[config.mk]
export PLATFORM = sky130hd
export DESIGN_NAME = multicycle_controller
export DESIGN_NICKNAME = d
export VERILOG_FILES = /design/src/rtl/multicycle_controller.sv
export SDC_FILE = /design/constraint.sdc
export NUM_CORES = 1
export LEC_CHECK = 0
export BUFFER_PORTS_ARGS = -buffer_cell sky130_fd_sc_hd__buf_2
export CORE_MARGIN = 5
export CORE_UTILIZATION = 40
export DETAILED_ROUTE_END_ITERATION = 7
export PLACE_DENSITY_LB_ADDON = 0.05
export SLEW_MARGIN = 30
export SYNTH_ARGS = -nofsm -noshare
export SYNTH_HDL_FRONTEND = slang
export SYNTH_SLANG_ARGS = --single-unit
[constraint.sdc]
create_clock -name clk -period 4.7 [get_ports clk]
set_input_delay 0.705 -clock clk [delete_from_list [all_inputs] [get_ports clk]]
set_output_delay 0.705 -clock clk [all_outputs]
set_load 0.1 [all_outputs]
[src/rtl/multicycle_controller.sv]
// Multi-cycle control FSM: fetch/decode/execute/memory/writeback over a shared ALU and one memory port.
// Optional macro MC_BNE_EN adds bne (branch funct3=001) to the BEQ state.
module multicycle_controller #(
  parameter int MEM_TIMEOUT = 15,
  parameter int INSTRET_W   = 32
) (
  input  logic                 clk,
  input  logic                 rst,
  input  logic [6:0]           opcode,
  input  logic [2:0]           funct3,
  input  logic                 funct7b5,
  input  logic                 zero_flag,
  input  logic                 mem_ready,
  output logic                 pc_write,
  output logic                 ir_write,
  output logic                 adr_src,
  output logic                 mem_read,
  output logic                 mem_write,
  output logic                 reg_write,
  output logic [1:0]           alu_src_a,
  output logic [1:0]           alu_src_b,
  output logic [1:0]           result_src,
  output logic [3:0]           alu_operation,
  output logic                 fault,
  output logic [INSTRET_W-1:0] instret
);

  // state    | meaning
  // FETCH    | read instruction at PC, PC <- PC+4 on mem_ready
  // DECODE   | branch target into ALU-out, dispatch on opcode
  // MEMADR   | rs1 + imm into ALU-out
  // MEMREAD  | load access, wait for mem_ready
  // MEMWB    | load data to register file, retire
  // MEMWRITE | store access, retire on mem_ready
  // EXECR    | rs1 op rs2
  // EXECI    | rs1 op imm
  // ALUWB    | ALU-out to register file, retire
  // BEQ      | compare rs1/rs2, conditional PC load, retire
  // JAL      | PC <- target, ALU computes link address
  // FAULT    | illegal instruction or memory timeout, sticky until rst
  typedef enum logic [3:0] {
    S_FETCH, S_DECODE, S_MEMADR, S_MEMREAD, S_MEMWB, S_MEMWRITE,
    S_EXECR, S_EXECI, S_ALUWB, S_BEQ, S_JAL, S_FAULT
  } state_t;

  localparam int CNT_W = $clog2(MEM_TIMEOUT + 1);

  localparam logic [6:0] OPC_LOAD  = 7'b0000011;
  localparam logic [6:0] OPC_STORE = 7'b0100011;
  localparam logic [6:0] OPC_RTYPE = 7'b0110011;
  localparam logic [6:0] OPC_ITYPE = 7'b0010011;
  localparam logic [6:0] OPC_BRANCH = 7'b1100011;
  localparam logic [6:0] OPC_JAL   = 7'b1101111;

  localparam logic [3:0] OP_AND = 4'b0000;
  localparam logic [3:0] OP_OR  = 4'b0001;
  localparam logic [3:0] OP_ADD = 4'b0010;
  localparam logic [3:0] OP_SUB = 4'b0110;
  localparam logic [3:0] OP_SLT = 4'b0111;

  state_t                 state, state_nxt;
  logic [CNT_W-1:0]       wait_cnt;
  logic                   mem_state;
  logic                   timeout;
  logic                   retire;
  logic [3:0]             alu_op_dec;
  logic                   alu_legal;
  logic                   br_legal;
  logic                   br_take;
  logic                   pc_write_s, ir_write_s, mem_read_s, mem_write_s, reg_write_s;

  assign mem_state = (state == S_FETCH) || (state == S_MEMREAD) || (state == S_MEMWRITE);
  // The current not-ready cycle is the MEM_TIMEOUT-th consecutive one.
  assign timeout   = mem_state && !mem_ready && (wait_cnt == CNT_W'(MEM_TIMEOUT - 1));

  always_comb begin
    alu_op_dec = OP_ADD;
    alu_legal  = 1'b1;
    case (funct3)
      3'b000:  if (state == S_EXECR && funct7b5) alu_op_dec = OP_SUB;
      3'b111:  alu_op_dec = OP_AND;
      3'b110:  alu_op_dec = OP_OR;
      3'b010:  alu_op_dec = OP_SLT;
      default: alu_legal = 1'b0;
    endcase
  end

  always_comb begin
    br_legal = 1'b0;
    br_take  = 1'b0;
    case (funct3)
      3'b000: begin
        br_legal = 1'b1;
        br_take  = zero_flag;
      end
`ifdef MC_BNE_EN
      3'b001: begin
        br_legal = 1'b1;
        br_take  = ~zero_flag;
      end
`endif
      default: ;
    endcase
  end

  always_comb begin
    state_nxt     = state;
    pc_write_s    = 1'b0;
    ir_write_s    = 1'b0;
    adr_src       = 1'b0;
    mem_read_s    = 1'b0;
    mem_write_s   = 1'b0;
    reg_write_s   = 1'b0;
    alu_src_a     = 2'b00;
    alu_src_b     = 2'b00;
    result_src    = 2'b00;
    alu_operation = OP_ADD;
    retire        = 1'b0;
    case (state)
      S_FETCH: begin
        mem_read_s = 1'b1;
        alu_src_b  = 2'b10;
        result_src = 2'b10;
        if (mem_ready) begin
          ir_write_s = 1'b1;
          pc_write_s = 1'b1;
          state_nxt  = S_DECODE;
        end else if (timeout) begin
          state_nxt = S_FAULT;
        end
      end
      S_DECODE: begin
        alu_src_a = 2'b01;
        alu_src_b = 2'b01;
        case (opcode)
          OPC_LOAD, OPC_STORE: state_nxt = S_MEMADR;
          OPC_RTYPE:           state_nxt = S_EXECR;
          OPC_ITYPE:           state_nxt = S_EXECI;
          OPC_BRANCH:          state_nxt = S_BEQ;
          OPC_JAL:             state_nxt = S_JAL;
          default:             state_nxt = S_FAULT;
        endcase
      end
      S_MEMADR: begin
        alu_src_a = 2'b10;
        alu_src_b = 2'b01;
        state_nxt = (opcode == OPC_LOAD) ? S_MEMREAD : S_MEMWRITE;
      end
      S_MEMREAD: begin
        mem_read_s = 1'b1;
        adr_src    = 1'b1;
        if (mem_ready)    state_nxt = S_MEMWB;
        else if (timeout) state_nxt = S_FAULT;
      end
      S_MEMWB: begin
        result_src  = 2'b01;
        reg_write_s = 1'b1;
        retire      = 1'b1;
        state_nxt   = S_FETCH;
      end
      S_MEMWRITE: begin
        mem_write_s = 1'b1;
        adr_src     = 1'b1;
        if (mem_ready) begin
          retire    = 1'b1;
          state_nxt = S_FETCH;
        end else if (timeout) begin
          state_nxt = S_FAULT;
        end
      end
      S_EXECR, S_EXECI: begin
        alu_src_a     = 2'b10;
        alu_src_b     = (state == S_EXECI) ? 2'b01 : 2'b00;
        alu_operation = alu_op_dec;
        state_nxt     = alu_legal ? S_ALUWB : S_FAULT;
      end
      S_ALUWB: begin
        reg_write_s = 1'b1;
        retire      = 1'b1;
        state_nxt   = S_FETCH;
      end
      S_BEQ: begin
        alu_src_a     = 2'b10;
        alu_operation = OP_SUB;
        if (br_legal) begin
          pc_write_s = br_take;
          retire     = 1'b1;
          state_nxt  = S_FETCH;
        end else begin
          state_nxt = S_FAULT;
        end
      end
      S_JAL: begin
        alu_src_a  = 2'b01;
        alu_src_b  = 2'b10;
        pc_write_s = 1'b1;
        state_nxt  = S_ALUWB;
      end
      S_FAULT: state_nxt = S_FAULT;
      default: state_nxt = S_FAULT;
    endcase
  end

  always_ff @(posedge clk) begin
    if (rst) begin
      state    <= S_FETCH;
      wait_cnt <= '0;
      instret  <= '0;
    end else begin
      state <= state_nxt;
      if (state_nxt != state || !mem_state) wait_cnt <= '0;
      else                                  wait_cnt <= wait_cnt + 1'b1;
      if (retire) instret <= instret + 1'b1;
    end
  end

  // Strobes are held off for the whole reset cycle, whatever the old state.
  assign pc_write  = pc_write_s  & ~rst;
  assign ir_write  = ir_write_s  & ~rst;
  assign mem_read  = mem_read_s  & ~rst;
  assign mem_write = mem_write_s & ~rst;
  assign reg_write = reg_write_s & ~rst;
  assign fault     = (state == S_FAULT);

endmodule

After elaboration in Yosys (flattened, before gate mapping)

Cells that the tools add are included.

Bits in registers: 40
Latch bits: 0
Memory bits (writable): 0
Bits in read-only memories: 0
Logic and storage cells: 83
Memories kept: 0

Add/subtract/negate cells: 2
Multiply operators: 0
Div/mod/pow operators: 0
Magnitude comparators: 0
Equal/unequal tests: 22
Shifts and indexed selects: 0
Multiplexer cells: 29
Bitwise logic cells: 6
Reductions and logical operators: 21

Operators with widths:

| kind                                                                   | number |
|---|---|
| 4-bit one-hot mux with 9 select lines                                  | 1 |
| 32-bit by 1-bit adder with 32-bit output (second input constant)       | 1 |
| 4-bit equality test (second input constant)                            | 5 |
| 4-bit two-way mux                                                      | 5 |
| 4-bit one-hot mux with 5 select lines                                  | 1 |
| 2-bit OR reduction                                                     | 9 |
| 4-bit by 3-bit equality test with 1-bit output (second input constant) | 4 |
| 7-bit by 6-bit equality test with 1-bit output (second input constant) | 2 |
| 7-bit equality test (second input constant)                            | 2 |
| 1-bit two-way mux                                                      | 12 |
| 3-bit one-hot mux with 4 select lines                                  | 1 |
| 4-bit by 2-bit equality test with 1-bit output (second input constant) | 2 |
| 2-bit one-hot mux with 2 select lines                                  | 2 |
| 4-bit one-hot mux with 2 select lines                                  | 1 |
| 4-bit OR reduction                                                     | 2 |
| 7-bit by 2-bit equality test with 1-bit output (second input constant) | 1 |
| 7-bit by 5-bit equality test with 1-bit output (second input constant) | 1 |
| 3-bit equality test (second input constant)                            | 2 |
| 3-bit two-way mux                                                      | 2 |
| 1-bit one-hot mux with 3 select lines                                  | 2 |
| 2-bit one-hot mux with 3 select lines                                  | 1 |
| 1-bit bitwise AND                                                      | 5 |
| 4-bit by 1-bit adder with 4-bit output (second input constant)         | 1 |
| 4-bit by 1-bit equality test with 1-bit output (second input constant) | 1 |
| other kinds (9)                                                        | 14 |

Longest topological paths before layout

Depth after elaboration: 11
Gate-level depth with buffers: 8
Gate-level depth less buffers: 6

Worst setup path after synthesis

OpenSTA, ideal clock, no wires.

Kind: register -> output
Start point: register state[2]
End point: output port ir_write
Data arrival time: 5.891 ns
Data required time: 3.995 ns
Slack: -1.896 ns
Cell stages (with the launch flop): 5
Cells stage by stage: dfxtp_1 -> buf_2 -> clkbuf_1 -> nor4_1 -> nor3b_1

Cells in the longest elaborated chain, start to end: 3

RTL lines:

| item                     | RTL line | source |
|---|---|---|
| start: declaration       | 61       | `state_t state, state_nxt;` |
| start signal: assignment | 210      | `state <= state_nxt;` |
| 4-bit zero test          | 119      | `case (state)` |
| 1-bit two-way mux        | 119      |  |
| 1-bit bitwise AND        | 219      | `assign ir_write = ir_write_s & ~rst;` |
| end: declaration         | 15       | `output logic ir_write,` |

Every way passes these cells.

Final worst setup path

Start point: register state[2]
End point: output port alu_operation[2]

Cells in the longest elaborated chain, start to end: 5
Elaborated cells on any way between the ends: 8

RTL lines:

| item                                           | RTL line | source |
|---|---|---|
| 4-bit by 3-bit equality test with 1-bit output | 80, 119  |  |
| 1-bit logical AND                              | 80       | `3'b000: if (state == S_EXECR && funct7b5) alu_op_dec = OP_SUB;` |
| 3-bit two-way mux                              | 80       |  |
| 3-bit one-hot mux with 4 select lines          | 79       | `case (funct3)` |
| 4-bit one-hot mux with 2 select lines (*)      | 119      |  |
| end: declaration                               | 23       | `output logic [3:0] alu_operation,` |

Every way passes the cells marked *; elsewhere a longest branch is shown, timed or not.

==> summary.md <==
| Metric | Value |
|---|---|
| PostCTS Resize Cnt | 0 |
| First-pass detailed-route iteration total | 4 |
| Worst Reg-to-Reg Cells | 6 |
| Core area | ~5900 sq um |
| Synth Area in Compound Gates | 0.121 |
| WHS Path Cells | 1 |
| Total Routing Usage GR | 0.157 |
| Die outline height | 87.2 um |
| Gr ovfl total | 0 |
| Synth Cell Area | 2380 sq um |
| # port buffers | 62 |
| Final Cell Area | between 2000 and 3000 sq um |
| Final setup TNS | 0 ps |
| Worst Hold Launch | wait_cnt[0] |
| Post-DP HPWL | 4.12 mm |
| Global-route wire length before repair | ~9.9 mm |
| Die width | 87.2 um |
| Hold Crit Endpoint | wait_cnt[0] |
| I/O pin count | 64 |
| Fin crit period | a little under 3000 ps |
| Cts hold-fix bufs | 0 |
| Maxcap violations | 0 |
| Post-CTS setup buffers | 0 |
| Startpoint Class | flip-flop |
| Clock skew | 3.25 ps |
| Worst hold path type | reg -> reg |
| Outcome | complete, no violations |
| Gpl congestion | 0.761 |
| CP startpoint | state[2] |
| Psw | 0.000852 W |
| Crit share post-route | 0.630 |
| Detail Route Antenna Nets | 0 |
| Hold Fails Final Rpt | 0 |
| Commonest cells in the netlist | 43 x nor2_1, 40 x dfxtp_1, 19 x a21oi_1, 19 x nand2_1, 19 x xor2_1 |
| Number of buffers created by CTS | 5 |
| Initial core utilization | 0.408 |
| Post-Synthesis Cells | 300 |
| Clock Tree Root | clkbuf_8 |
| Sequential fraction of the synthesis area | 0.336 |
| Worst flop-to-flop path startpoint | state[3] |
| Sequential power share | 0.301 |
| Max-slew violations | 0 |
| Worst r2r dst | instret[13] |
| Vias | 2301 |
| WP data required | 3990 ps |
| Leakage | between 1 and 1.5 nW |
| Synth Area in Adders | 0.0157 |
| Number of synthesized flops with an enable pin | 0 |
| Share of cells above drive strength 1 | 0.248 |
| Area occupied by multi-input gates | 1490 sq um |
| Total Nets Final | 369 |
| Clock power share | 0.142 |
| Synth async-reset ratio | 0 |
| Clock latency on the worst-skew pair | 280 ps |
| # rows | 28 |
| Clock buffer depth | 2 |
| Drt initial violations | 89 |
| Synth Warn # | 0 |
| RSZ-0062 raised after global routing | false |
| Predominant post-synthesis flop cell | dfxtp_1 |
| Synth area leaders | dfxtp_1 34%, xor2_1 7.0%, nor2_1 6.8% |
| Ant. Diodes | 0 |
| Pin count of the biggest net entering global routing | 45 |
| Worst vdd ir | 0.511 mV |
| Crit path DAT | 2260 ps |
| Reg area | 801 sq um |
| Xor-xnor portion of the synthesized cell area | 0.0918 |
| Clk pin slew, worst setup/hold paths | 70 ps |
| CP endpoint kind | output port |
| Fillers | 610 |
| Crit Path Class | reg -> out |
| Placed cell area | 2730 sq um |
| Pwr Density | 533 nW/um^2 |
| M3 GR Usage | 0.0284 |
| Met1 GRT Util | 0.238 |
| CTS sink cnt | 40 |
| R2R setup slack | 1930 ps |
| Synth unique cells | 51 |
| Fmax achieved | 337 MHz |
| Vias in the first global route | 2092 |
| Top-count cell post-synth | nor2_1 |
| Worst slew margin | 0.427 |
| Setup Viol. Count Final | 0 |
| Post-synth top area share | 0.336 |
| Area delta synth->final | 18.0% |
| Syn nets | 318 |
| CP max FO | 22 |
| Comb power frac | 0.558 |
| Post-synthesis simple-gate area fraction | 0.376 |
| Initial antenna violation count | 0 |
| Post-synthesis mux area share | 0.00892 |
| Least-Margin Pin Slew | 859 ps |
| M2 GR Usage | 0.233 |
| CTS tree | yes |
| Synth Register Bits | 40 |
| Main combinational cell family by area after synthesis | simple AND/OR/NAND/NOR gates |
| Die area | 7610 sq um |
| Remaining DRCs | 0 |
| Cell taking the most area after synthesis | dfxtp_1 |
| Syn Area/Cell | roughly 8 sq um |
| Busiest grt layer | met1 |
| Total internal power | between 0.0006 and 0.0007 W |
| DR WL/cell | between 10 and 15 um |
| H-tree depth | 2 |
| Sw frac | 0.567 |
| Total wire length | 5.84 mm |
| Post-DR vias/cell | 5.40 |
## layout make-up
cell class,count,share of cell area
Clock inverter,1,0.00178
Inverter,6,0.00800
Clock buffer,6,0.0258
Multi-Input combinational cell,234,0.531
Sequential cell,40,0.285
Tap cell,75,0.0333
Timing Repair Buffer,64,0.116
## cell families (layout without fill, tap and decap cells)
group	Yosys count	after routing
AO/OA/AOI/OAI	47	47
buffers and inverters	26	77
adder cells (fa/ha/maj)	3	3
AND/OR/NAND/NOR	156	156
flip-flops	40	40
other	1	1
multiplexers	2	2
XOR/XNOR	25	25
## metal layers
layer | wire length, um | up-vias
li1 | - | 1181
met1 | 3080 | 1074
met2 | 2490 | 44
met3 | 259 | 2
met4 | 17 | 0
met5 | 0 | -
## state kept, by name, indices dropped and copies added (netlist names)
| signal | count |
|---|---|
| wait_cnt | 4 |
| state | 4 |
| instret | 32 |
## placed cells by master (no fill, tap or decap), types with 2 or more instances in the layout
master / n
a21oi_1: 19
a31oi_1: 3
and3_1: 8
and3_2: 2
and4_1: 3
and4b_1: 2
and4bb_2: 2
buf_2: 62
buf_4: 2
clkbuf_8: 5
dfxtp_1: 40
ha_1: 3
inv_1: 6
nand2_1: 19
nand2b_1: 4
nand3_1: 13
nand3b_1: 3
nand4_1: 13
nand4b_1: 3
nand4bb_1: 2
nor2_1: 42
nor2b_1: 3
nor3_1: 7
nor3b_1: 2
nor4_1: 6
o21ai_0: 14
or3_1: 10
or3_4: 2
xnor2_1: 6
xor2_1: 19
## through the flow
| step | total power, W | hold WS (ps) | std cells | worst slack (ps) | util |
|---|---|---|---|---|---|
| global route | 0.00159 | 533 | 426 | 1610 | 0.481 |
| detailed placement | 0.00129 | 495 | 419 | 1860 | 0.467 |
| CTS | 0.00151 | 508 | 426 | 1740 | 0.481 |
| global placement | 0.00129 | 493 | 419 | 1900 | 0.467 |
| floorplan | 0.00117 | 452 | 300 | 29.7 | - |
| finish | 0.00150 | 506 | 426 | 1740 | 0.481 |
## power by group through the flow
stage          logic (W)  clock network [W]  registers [W]
6_report        0.000837           0.000213       0.000451
5_1_grt         0.000891           0.000237       0.000462
2_1_floorplan   0.000743                  0       0.000423
3_5_place_dp    0.000836                  0       0.000458
4_1_cts         0.000838           0.000221       0.000450
3_3_place_gp    0.000832                  0       0.000458
## worst max path at each step
stage                             endpoint  slack, ps  cells past startpoint
after global routing      alu_operation[2]       1610                      4
after global placement         instret[13]       1900                      7
after CTS                 alu_operation[2]       1740                      4
after floorplan                  reg_write         30                      3
final                     alu_operation[2]       1740                      4
after detailed placement       instret[13]       1860                      7
## critical path, stage by stage, from the launching register on
cell     delay (ps)
dfxtp_1         790
nor2b_1         300
nand2_1         120
o41ai_2         300
buf_2           470
Power figures use the tool's default switching activity.
